[config.mk]
export PLATFORM = sky130hd
export DESIGN_NAME = mem_arbiter
export DESIGN_NICKNAME = d
export VERILOG_FILES = /design/src/rtl/mem_arbiter.sv
export SDC_FILE = /design/constraint.sdc
export NUM_CORES = 1
export LEC_CHECK = 0
export ABC_CLOCK_PERIOD_IN_PS = 3400
export BUFFER_PORTS_ARGS = -buffer_cell sky130_fd_sc_hd__buf_2
export CAP_MARGIN = 20
export CELL_PAD_IN_SITES_DETAIL_PLACEMENT = 0
export CELL_PAD_IN_SITES_GLOBAL_PLACEMENT = 1
export CORE_ASPECT_RATIO = 2
export CORE_MARGIN = 2
export CORE_UTILIZATION = 25
export CTS_BUF_LIST = sky130_fd_sc_hd__clkbuf_4
export DETAILED_ROUTE_END_ITERATION = 10
export PLACE_DENSITY = 0.68
export REMOVE_ABC_BUFFERS = 1
export SYNTH_ARGS = -nofsm -noshare
export SYNTH_HDL_FRONTEND = slang
export SYNTH_SLANG_ARGS = --single-unit
[constraint.sdc]
create_clock -name clock -period 3.4 [get_ports clock]
set_clock_uncertainty 0.15 [all_clocks]
set_input_delay 0.34 -clock clock [delete_from_list [all_inputs] [get_ports clock]]
set_output_delay 0.34 -clock clock [all_outputs]
set_load 0.005 [all_outputs]
[src/rtl/mem_arbiter.sv]
// Two-port round-robin arbiter that shares one memory bus between port C and port D.
// Latches the granted request, forwards it to memory and returns data/ack, with a watchdog.
module mem_arbiter #(
  parameter int unsigned AW      = 16,
  parameter int unsigned DW      = 16,
  parameter int unsigned TIMEOUT = 255
) (
  input  logic          clock,
  input  logic          reset,
  input  logic          c_read,
  input  logic          c_write,
  input  logic [AW-1:0] c_addr,
  input  logic [DW-1:0] c_wdata,
  output logic [DW-1:0] c_rdata,
  output logic          c_ack,
  input  logic          d_read,
  input  logic          d_write,
  input  logic [AW-1:0] d_addr,
  input  logic [DW-1:0] d_wdata,
  output logic [DW-1:0] d_rdata,
  output logic          d_ack,
  output logic          m_read,
  output logic          m_write,
  output logic [AW-1:0] m_addr,
  output logic [DW-1:0] m_wdata,
  input  logic [DW-1:0] m_rdata,
  input  logic          m_ack,
  output logic          owner,
  output logic          busy,
  output logic          timeout_err
);

  localparam int unsigned CW = (TIMEOUT > 1) ? $clog2(TIMEOUT + 1) : 1;
  localparam logic [CW-1:0] TLast = CW'((TIMEOUT == 0) ? 0 : TIMEOUT - 1);

  typedef enum logic [1:0] {StIdle, StAccess, StRelease} state_e;

  state_e        state_q, state_d;
  logic          owner_q, grant_d;
  logic [AW-1:0] addr_q;
  logic [DW-1:0] wdata_q, c_rdata_q, d_rdata_q, ret_data;
  logic [CW-1:0] cnt_q;
  logic          m_read_q, m_read_d, m_write_q, m_write_d;
  logic          c_ack_q, c_ack_d, d_ack_q, d_ack_d, err_q, err_d;
  logic          c_req, d_req, sel_write, abort, done;

  assign c_req = c_read | c_write;
  assign d_req = d_read | d_write;

  // Ties go to the port that did not own the bus last.
  always_comb begin
    grant_d = owner_q;
    if (c_req && d_req) grant_d = ~owner_q;
    else if (c_req)     grant_d = 1'b0;
    else if (d_req)     grant_d = 1'b1;
  end

  assign sel_write = grant_d ? d_write : c_write;
  // m_ack in the final watchdog cycle wins over the abort.
  assign abort    = (TIMEOUT != 0) && (state_q == StAccess) && (cnt_q == TLast) && !m_ack;
  assign done     = (state_q == StAccess) && (m_ack || abort);
  assign ret_data = m_ack ? m_rdata : '1;

  always_ff @(posedge clock or negedge reset) begin
    if (!reset) state_q <= StIdle;
    else        state_q <= state_d;
  end

  always_comb begin
    state_d = state_q;
    unique case (state_q)
      StIdle:    if (c_req || d_req) state_d = StAccess;
      StAccess:  if (done) state_d = StRelease;
      StRelease: state_d = StIdle;
      default:   state_d = StIdle;
    endcase
  end

  always_comb begin
    m_read_d  = 1'b0;
    m_write_d = 1'b0;
    c_ack_d   = 1'b0;
    d_ack_d   = 1'b0;
    err_d     = 1'b0;
    unique case (state_q)
      StIdle: begin
        if (c_req || d_req) begin
          m_write_d = sel_write;
          m_read_d  = !sel_write;
        end
      end
      StAccess: begin
        if (done) begin
          c_ack_d = !owner_q;
          d_ack_d = owner_q;
          err_d   = abort;
        end else begin
          m_read_d  = m_read_q;
          m_write_d = m_write_q;
        end
      end
      default: ;
    endcase
  end

  always_ff @(posedge clock or negedge reset) begin
    if (!reset) begin
      m_read_q  <= 1'b0;
      m_write_q <= 1'b0;
      c_ack_q   <= 1'b0;
      d_ack_q   <= 1'b0;
      err_q     <= 1'b0;
    end else begin
      m_read_q  <= m_read_d;
      m_write_q <= m_write_d;
      c_ack_q   <= c_ack_d;
      d_ack_q   <= d_ack_d;
      err_q     <= err_d;
    end
  end

  always_ff @(posedge clock or negedge reset) begin
    if (!reset) begin
      owner_q   <= 1'b1;
      addr_q    <= '0;
      wdata_q   <= '0;
      cnt_q     <= '0;
      c_rdata_q <= '0;
      d_rdata_q <= '0;
    end else if (state_q == StIdle && (c_req || d_req)) begin
      owner_q <= grant_d;
      addr_q  <= grant_d ? d_addr : c_addr;
      wdata_q <= grant_d ? d_wdata : c_wdata;
      cnt_q   <= '0;
    end else if (state_q == StAccess) begin
      cnt_q <= cnt_q + CW'(1);
      if (done) begin
        if (owner_q) d_rdata_q <= ret_data;
        else         c_rdata_q <= ret_data;
      end
    end
  end

  assign m_read      = m_read_q;
  assign m_write     = m_write_q;
  assign m_addr      = addr_q;
  assign m_wdata     = wdata_q;
  assign c_ack       = c_ack_q;
  assign d_ack       = d_ack_q;
  assign c_rdata     = c_rdata_q;
  assign d_rdata     = d_rdata_q;
  assign owner       = owner_q;
  assign busy        = (state_q != StIdle);
  assign timeout_err = err_q;

endmodule

==> flow_metrics.tcl, run 1 <==
set metrics [dict create \
    combPwrFrac_pct 49.6 \
    place_hpwl_mm 8.68 \
    seq_power_share_pct 36.2 \
    yosys_most_used_dff "dfrtp_1" \
    grt_max_degree 81 \
    synthDistinctLibCells 47 \
    synth_seq_cells 80 \
    r2r_slack_ps 690 \
    n_fill_cell 1561 \
    grt_use_met3_pct 2.96 \
    met2_usage_pct 32.7 \
    post-place-ws_ps 1260 \
    p_leak_nw 2.58 \
    multi_input_area_um2 1480 \
    synth_area_per_cell_um2 9.41 \
    worst_setup_path_start_kind "flip-flop" \
    slew_headroom_pct 42.6 \
    finalWeightedCongestion 0.761 \
    p_int_mw 2.86 \
    required_ps 3580 \
    fmax_ghz 0.369 \
    instances_no_fill 818 \
    synth_edf_count 0 \
    drtIter0Drc 165 \
    cts.htree.levels 3 \
    synthesis.area_um2 3790 \
    vias 4038 \
    cap_violations 0 \
    ys_seq_area_share_pct 52.8 \
    yosysMostFrequentCell "dfrtp_1" \
    fin_tns_setup_ps 0 \
    antenna_found_initial 2 \
    cts_buffers 9 \
    netlist_instances 403 \
    pwr-share-clk_pct 14.2 \
    drtPass1Iterations 5 \
    fp.dieW_um 91.1 \
    rows 63 \
    finalCritPeriodShare_pct 79.6 \
    yosysWarnings 0 \
    yosys.area.top_type "dfrtp_1" \
    rsz0062_at_grt "no" \
    clockRootBuffer "clkbuf_4" \
    status "completed" \
    grt_pass1_wl_mm 21.1 \
    critPathCaptureType "flip-flop" \
    fin_crit_ps 2710 \
    synth_area_leaders "dfrtp_1, a21oi_1, a31oi_1, o22ai_1, nand3_1" \
    die_area_um2 16200 \
    synthTopCellsByCount "dfrtp_1, a21oi_1, nand3_1" \
    clk_path_buf_depth 2 \
    ant_nets 0 \
    die_y_um 178 \
    routed_wl_mm 13.1 \
    vias_per_cell 4.94 \
    path_max_fanout 38 \
    worst_slack_ps 694 \
    setup_violations 0 \
    crit_type "reg2reg" \
    start_util_pct 25.6 \
    cts_resized 0 \
    drc 0 \
    hold_buffers 73 \
    final_layout_size_suffix_gt1_share_pct 30.7 \
    core-area_um2 14800 \
    io_pins 158 \
    routedWlPerCell_um 16.0 \
    cts_tree "built" \
    syn_to_final_growth_pct 49.3 \
    clk_pin_slew_worst_paths_ps 140 \
    hold_violations 0 \
    cts_sinks 80 \
    placed_cells 726 \
    gr-total-overflow 0 \
    io_buffers 157 \
    seq_area_um2 2000 \
    clk_latency_ps 430 \
    net-switching-power_mw 1.81 \
    async_flop_share_pct 100 \
    use_met1_pct 16.5 \
    holdCritPathClass "in2reg" \
    worst_slew_pin_slew_ps 856 \
    synth.top_cell.area_share_pct 52.1 \
    slew_viol_final 0 \
    power_mw 4.67 \
    finalNetCount 706 \
    cellPowerDensity_nw_per_um2 825 \
    grt_use_total_pct 16.4 \
    grt_busiest_layer "met2" \
    cp.arrival_ps 2890 \
    first_global_vias 4197 \
    post-cts-setup-buffers 0 \
    swShare_pct 38.8 \
    ir_worst_vdd_v 0.000365 \
]
## worst max-delay path, stage by stage, from the launching register on
cell	delay (ps)
dfrtp_1	510
nor2_4	140
buf_4	350
inv_2	150
nor2_2	140
buf_4	400
a31oi_1	150
dlygate4sd3_1	590
## sequential cells by signal, indices dropped and copies added, names as in the netlist
name         cells
d_ack            1
m_read           1
m_write          1
c_rdata         16
c_ack            1
d_rdata         16
m_wdata         16
state_q          2
timeout_err      1
m_addr          16
owner            1
cnt_q            8
## power groups by stage
stage                     clock network, mW  logic (mW)  registers (mW)
final                                 0.662        2.32            1.69
after global routing                  0.743        2.57            1.76
after detailed placement                  0        1.91            1.71
after global placement                    0        1.85            1.70
after floorplan                           0        1.01            1.70
after CTS                             0.701        2.32            1.69
## stage by stage
| step | cell area, um2 | hold slack (ps) | utilization (%) |
|---|---|---|---|
| floorplan | 3600 | -106 | - |
| global placement | 4700 | 322 | 31.7 |
| detailed placement | 4730 | 325 | 31.9 |
| CTS | 5620 | 0.413 | 37.9 |
| global route | 5660 | 12.8 | 38.2 |
| finish | 5660 | 45.5 | 38.2 |
## cell usage in the layout (no fill, tap or decap), types with 2 or more instances in the layout
master,instances
bufinv_16,2
buf_4,8
a21oi_1,66
nand4_1,2
nor2_1,2
o22ai_1,33
dlygate4sd3_1,74
or4_1,2
a31oi_1,33
nand4b_1,2
nand2_1,5
o21ai_1,3
nor2b_1,2
clkbuf_4,9
o21ai_0,32
ha_1,2
clkinv_4,2
o31ai_1,2
buf_16,2
nand3_1,35
o221ai_1,2
buf_2,156
dfrtp_1,79
o211ai_1,2
nor3_1,2
inv_1,34
## cell families after synthesis
family | count (synthesis) | share of synthesized area [%]
simple gates | 66 | 10.3
xor+xnor | 1 | 0.231
flops | 80 | 52.8
buf+inv | 72 | 8.42
mux | 1 | 0.264
compound gates | 181 | 27.3
fa+ha+maj | 2 | 0.660
## layout make-up
cell class                 count  share of cell area (%)
antenna                        1                  0.0442
inverter                      35                    2.32
sequential                    80                    35.4
clock buffer                   9                    1.19
multi-input combinational    251                    26.2
clock inverter                 7                    1.68
timing repair buffer         240                    28.9
tap                          195                    4.31
## metal layers
metal | up-vias | part of all wire, %
li1 | 1902 | -
met1 | 1964 | 37
met4 | 0 | 1.6
met5 | - | 0
met2 | 159 | 56
met3 | 13 | 4.9
## final timing paths
path / start / endpoint / cells after the start
worst max-delay path: state_q[0] / m_addr[8] / 7
worst min-delay path: m_rdata[12] / c_rdata[12] / 3
worst max register to register: state_q[0] / m_addr[8] / 7
worst min register to register: m_write / m_write / 1
max in group asynchronous: reset / owner / 3
min in group asynchronous: reset / m_read / 2
Power figures use the tool's default switching activity.
==> inputs of run 2 (changes only) <==
--- a/config.mk
+++ b/config.mk
@@ -5,7 +5,8 @@
 export SDC_FILE = /design/constraint.sdc
 export NUM_CORES = 1
 export LEC_CHECK = 0
-export ABC_CLOCK_PERIOD_IN_PS = 3400
+export ABC_AREA = 1
+export ABC_CLOCK_PERIOD_IN_PS = 2240
 export BUFFER_PORTS_ARGS = -buffer_cell sky130_fd_sc_hd__buf_2
 export CAP_MARGIN = 20
 export CELL_PAD_IN_SITES_DETAIL_PLACEMENT = 0
@@ -15,7 +16,7 @@
 export CORE_UTILIZATION = 25
 export CTS_BUF_LIST = sky130_fd_sc_hd__clkbuf_4
 export DETAILED_ROUTE_END_ITERATION = 10
-export PLACE_DENSITY = 0.68
+export PLACE_DENSITY = 0.72
 export REMOVE_ABC_BUFFERS = 1
 export SYNTH_ARGS = -nofsm -noshare
 export SYNTH_HDL_FRONTEND = slang
==> constraint.sdc (replaced) <==
create_clock -name clock -period 2.24 [get_ports clock]
set_clock_uncertainty 0.15 [all_clocks]
set_input_delay 0.224 -clock clock [delete_from_list [all_inputs] [get_ports clock]]
set_output_delay 0.224 -clock clock [all_outputs]
set_load 0.005 [all_outputs]
==> run 2 against run 1 <==
Routed wire length down 11%. Die area shrank 1.6%. Non-clock buffer count grew 8. Clock power is 47% higher. Sequential share of layout area down 0.10 points. Critical endpoint is now m_addr[4].
==> flow_metrics.tcl, run 2 <==
set metrics [dict create \
    status "completed" \
    drtIter0Drc 166 \
    rows 63 \
    place_hpwl_mm 8.32 \
    final_layout_size_suffix_gt1_share_pct 33.3 \
    crit_start "owner" \
    critPathCaptureType "flip-flop" \
    cts_buffers 9 \
    first_global_vias 3960 \
    r2r_cells 7 \
    crit_end "m_addr[4]" \
    slew_viol_final 0 \
    worst_slew_pin_slew_ps 658 \
    reg2reg_to "m_addr[4]" \
    routed_wl_mm 11.7 \
    die_y_um 177 \
    path_max_fanout 22 \
    core-area_um2 14700 \
    final_cell_mix "buf_2, nand2_1, dlygate4sd3_1" \
    placed_cells 768 \
    pwr-share-clk_pct 14.0 \
    antenna_found_initial 1 \
    clk_latency_ps 430 \
    p_leak_nw 2.85 \
    crit_type "reg2reg" \
    gr-total-overflow 0 \
    yosys_most_used_dff "dfrtp_1" \
    holdCritPathClass "in2reg" \
    cts_tree "built" \
    syn_to_final_growth_pct 52.2 \
    async_flop_share_pct 100 \
    synth_area_per_cell_um2 8.67 \
    power_mw 6.92 \
    finalCritPeriodShare_pct 92.6 \
    placed_cell_area_um2 4680 \
    instances_no_fill 866 \
    ant_nets 0 \
    rsz0062_at_grt "no" \
    yosys.area.top_type "dfrtp_1" \
    cts.htree.levels 3 \
    fin_area_um2 5680 \
    synthesis.area_um2 3730 \
    synth_seq_cells 80 \
    hold_violations 0 \
    worst_slack_ps 165 \
    cp.arrival_ps 2240 \
    synthDistinctLibCells 28 \
    setup_violations 0 \
    synthTopCellsByCount "nand2_1, dfrtp_1, o21ai_1" \
    io_buffers 157 \
    clk_path_buf_depth 2 \
    grt_use_total_pct 14.9 \
    synth_area_leaders "dfrtp_1, nand2_1, o21ai_1, nand3_1, nor2_1" \
    cts_sinks 80 \
    clk_pin_slew_worst_paths_ps 130 \
    finalWeightedCongestion 0.788 \
    drc 0 \
    netlist_instances 430 \
    io_pins 158 \
    start_util_pct 25.3 \
    net-switching-power_mw 2.67 \
    drtPass1Iterations 4 \
    r2r-start "owner" \
    finalNetCount 755 \
    grt_max_degree 51 \
    ir_worst_vdd_v 0.000720 \
    vias 3819 \
    seq_power_share_pct 36.2 \
    fin_crit_ps 2080 \
    fp.dieW_um 90.4 \
    grt_pass1_wl_mm 19.0 \
    vias_per_cell 4.41 \
    cellPowerDensity_nw_per_um2 1220 \
    fin_tns_setup_ps 0 \
    worst_setup_path_start_kind "flip-flop" \
    routedWlPerCell_um 13.5 \
    r2r_slack_ps 160 \
    combPwrFrac_pct 49.7 \
    slew_headroom_pct 56.1 \
    post-cts-setup-buffers 0 \
    die_area_um2 16000 \
    p_int_mw 4.25 \
    final_common_cell "buf_2" \
    post-place-ws_ps 453 \
    fmax_ghz 0.482 \
    swShare_pct 38.6 \
    synth.top_cell.area_share_pct 53.0 \
    synth_edf_count 0 \
    yosysMostFrequentCell "nand2_1" \
    ys_seq_area_share_pct 53.7 \
    required_ps 2410 \
    yosysWarnings 0 \
    clockRootBuffer "clkbuf_4" \
    cap_violations 0 \
]
## run 2: cells by family after synthesis
group / after synthesis / share of synthesized area [%]
AOI/OAI and AO/OA: 81 / 11.5
adders and majority gates: 2 / 0.671
DFF: 80 / 53.7
buffers and inverters: 41 / 6.47
and+or+nand+nor: 226 / 27.6
## run 2: timing repair
action                                  CTS  global route
endpoints found under the setup margin    0            32
hold buffers                             82             0
hold endpoints to repair                144             0
resized for setup                         0             6
## run 2: final cells by class
type | count | area [um2]
Timing Repair Buffer | 248 | 1710
Tap cell | 195 | 244
Clock buffer | 10 | 75.1
Inverter | 18 | 72.6
Clock inverter | 5 | 82.6
Antenna cell | 1 | 2.50
Multi-Input combinational cell | 309 | 1490
Sequential cell | 80 | 2000
Fill cell | 1575 | 9060
## run 2: power by group through the flow
stage	clock [mW]	sequential [mW]	combinational, mW
3_3_place_gp	0	2.53	2.71
4_1_cts	1.03	2.51	3.42
3_5_place_dp	0	2.54	2.78
5_1_grt	1.09	2.58	3.88
2_1_floorplan	0	2.58	1.34
6_report	0.972	2.51	3.44
## run 2: how the worst min path moves through the flow
stage                     slack, ps  depth (start not counted)    start         to
after floorplan                -220                          0    reset      c_ack
after global placement           30                          1    reset  m_addr[8]
after detailed placement         50                          1    reset  m_addr[1]
after CTS                        10                          5  c_write    m_write
after global routing             80                          5  c_write    m_write
final                            70                          5  c_write    m_write
## run 2: metal layers
layer / vias up / share of wire [%] / global-route usage [%]
li1: 1868 / - / -
met1: 1820 / 36 / 14.7
met2: 117 / 58 / 30.0
met3: 14 / 4.2 / 2.30
met4: 0 / 2.3 / 6.47
met5: - / 0 / 0
## run 2: metrics by stage
stage	utilization (%)	hold slack [ps]
final	38.5	72.3
after floorplan	-	-222
after detailed placement	31.7	47.4
after CTS	38.4	14.8
after global placement	31.7	35.0
after global routing	38.5	78.7
## run 2: worst max-delay path, cell delays in order (launching register included)
cell and delay [ps]:
dfstp_2 570, inv_2 60, o21ai_2 70, nand2_4 170
buf_4 220, nor2_1 90, o21ai_1 70, dlygate4sd3_1 560
==> inputs of run 3 (changes only) <==
--- a/config.mk
+++ b/config.mk
@@ -6,7 +6,7 @@
 export NUM_CORES = 1
 export LEC_CHECK = 0
 export ABC_AREA = 1
-export ABC_CLOCK_PERIOD_IN_PS = 2240
+export ABC_CLOCK_PERIOD_IN_PS = 2100
 export BUFFER_PORTS_ARGS = -buffer_cell sky130_fd_sc_hd__buf_2
 export CAP_MARGIN = 20
 export CELL_PAD_IN_SITES_DETAIL_PLACEMENT = 0
@@ -16,7 +16,8 @@
 export CORE_UTILIZATION = 25
 export CTS_BUF_LIST = sky130_fd_sc_hd__clkbuf_4
 export DETAILED_ROUTE_END_ITERATION = 10
-export PLACE_DENSITY = 0.72
+export MAX_ROUTING_LAYER = met4
+export PLACE_DENSITY = 0.69
 export REMOVE_ABC_BUFFERS = 1
 export SYNTH_ARGS = -nofsm -noshare
 export SYNTH_HDL_FRONTEND = slang
==> constraint.sdc (replaced) <==
create_clock -name clock -period 2.1 [get_ports clock]
set_clock_uncertainty 0.15 [all_clocks]
set_input_delay 0.21 -clock clock [delete_from_list [all_inputs] [get_ports clock]]
set_output_delay 0.21 -clock clock [all_outputs]
set_load 0.005 [all_outputs]
==> run 3 against run 2 <==
Clock power grew 0.8%. Cell area is essentially flat. Worst hold slack lost 6.3 ps. Combinational power shrank 12%. Via count shrank 1.7%. Core utilization is essentially flat. Routed wire length shrank 1.5%.
==> flow_metrics.tcl, run 3 (synthesized netlist as in run 2, its figures left out) <==
set metrics [dict create \
    syn_to_final_growth_pct 52.1 \
    vias_per_cell 4.33 \
    io_buffers 157 \
    worst_setup_path_start_kind "input port" \
    io_pins 158 \
    r2r_slack_ps 340 \
    reg2reg_to "d_rdata[4]" \
    critPathMaxStageDelay_ps 520 \
    ant_nets 0 \
    grt_use_total_pct 14.8 \
    slew_headroom_pct 53.9 \
    min_to "m_write" \
    power_mw 6.68 \
    fin_util_pct 38.5 \
    min_path_cells 5 \
    rsz0062_at_grt "no" \
    clk_pin_slew_worst_paths_ps 130 \
    critPathCaptureType "flip-flop" \
    crit_type "in2reg" \
    cts.htree.levels 3 \
    antenna_found_initial 1 \
    fp.dieW_um 90.4 \
    required_ps 2230 \
    slowest_stage "dlygate4sd3_1" \
    worstHoldStart "d_write" \
    start_util_pct 25.3 \
    final_cell_mix "buf_2, nand2_1, dlygate4sd3_1" \
    clk_path_buf_depth 2 \
    cp.arrival_ps 1980 \
    finalWeightedCongestion 0.736 \
    first_global_vias 3805 \
    core-area_um2 14700 \
    cts_sinks 80 \
    fin_hold_ws_ps 66.0 \
    path_buf_inv 3 \
    hold_buffers 83 \
    grt_max_degree 51 \
    slew_viol_final 0 \
    ir_worst_vdd_v 0.000653 \
    cts_tree "built" \
    drtPass1Iterations 4 \
    vias 3753 \
    crit_start "c_write" \
    die_area_um2 16000 \
    placed_cells 767 \
    path_max_fanout 36 \
    cts_resized 0 \
    routed_wl_mm 11.5 \
    post-cts-setup-buffers 0 \
    fin_tns_setup_ps 0 \
    setup_violations 0 \
    hold_violations 0 \
    r2r_cells 9 \
    crit_chain "dlygate4sd3_1 -> buf_2 -> nor2_1 -> a21oi_4 -> inv_2 -> o21ai_0" \
    fmax_ghz 0.542 \
    finalNetCount 755 \
    cts_buffers 9 \
    drc 0 \
    worst_slew_pin_slew_ps 692 \
    final_common_cell "buf_2" \
    p_leak_nw 2.84 \
    die_y_um 177 \
    cellPowerDensity_nw_per_um2 1180 \
    gr-total-overflow 0 \
    place_hpwl_mm 8.04 \
    clk_latency_ps 440 \
    rows 63 \
    clockRootBuffer "clkbuf_4" \
    n_fill_cell 1504 \
    drtIter0Drc 140 \
    status "completed" \
    routedWlPerCell_um 13.2 \
    holdCritPathClass "in2reg" \
    finalCritPeriodShare_pct 87.9 \
    final_layout_size_suffix_gt1_share_pct 33.2 \
    crit_family "buffers and inverters" \
    instances_no_fill 867 \
    cap_violations 0 \
    r2r-start "cnt_q[0]" \
    grt_pass1_wl_mm 18.3 \
    fin_crit_ps 1850 \
]
run 3: worst register-to-register path: cells and delay by family, from the launching register on:
kind,cells,cell delay [ps]
flops,1,450
simple gates,7,820
fa+ha+maj,1,170
buf+inv,1,70
run 3: worst max-delay path by stage:
stage	to	slack [ps]	depth (start not counted)
after global placement	state_q[0]	360	5
after CTS	state_q[0]	270	6
final	state_q[0]	250	6
after detailed placement	state_q[0]	320	5
after global routing	m_addr[14]	110	7
after floorplan	cnt_q[6]	-30	6
run 3: final cells by class:
cell class,instances,area [um2],share of cell area (%)
antenna,1,2.50,0.0441
tap,195,244,4.30
multi-input combinational,309,1490,26.3
sequential,80,2000,35.3
clock inverter,7,77.6,1.37
clock buffer,9,67.6,1.19
inverter,18,70.1,1.23
timing repair buffer,248,1720,30.3
run 3: through the flow:
step	worst slack [ps]	instance area [um2]
after global placement	356	4700
after detailed placement	320	4700
after floorplan	-27.5	3560
after CTS	267	5670
after global routing	108	5670
final	254	5670
run 3: power breakdown:
part           internal (mW)  switching [mW]
Clock                  0.378           0.602
Sequential              2.26           0.419
Combinational           1.27            1.75
run 3: metal layers:
metal	vias up	track usage (%)	routed length [um]
li1	1865	-	-
met1	1743	15.1	4380
met2	135	28.0	6470
met3	10	1.83	448
met4	0	6.54	179
met5	-	-	0
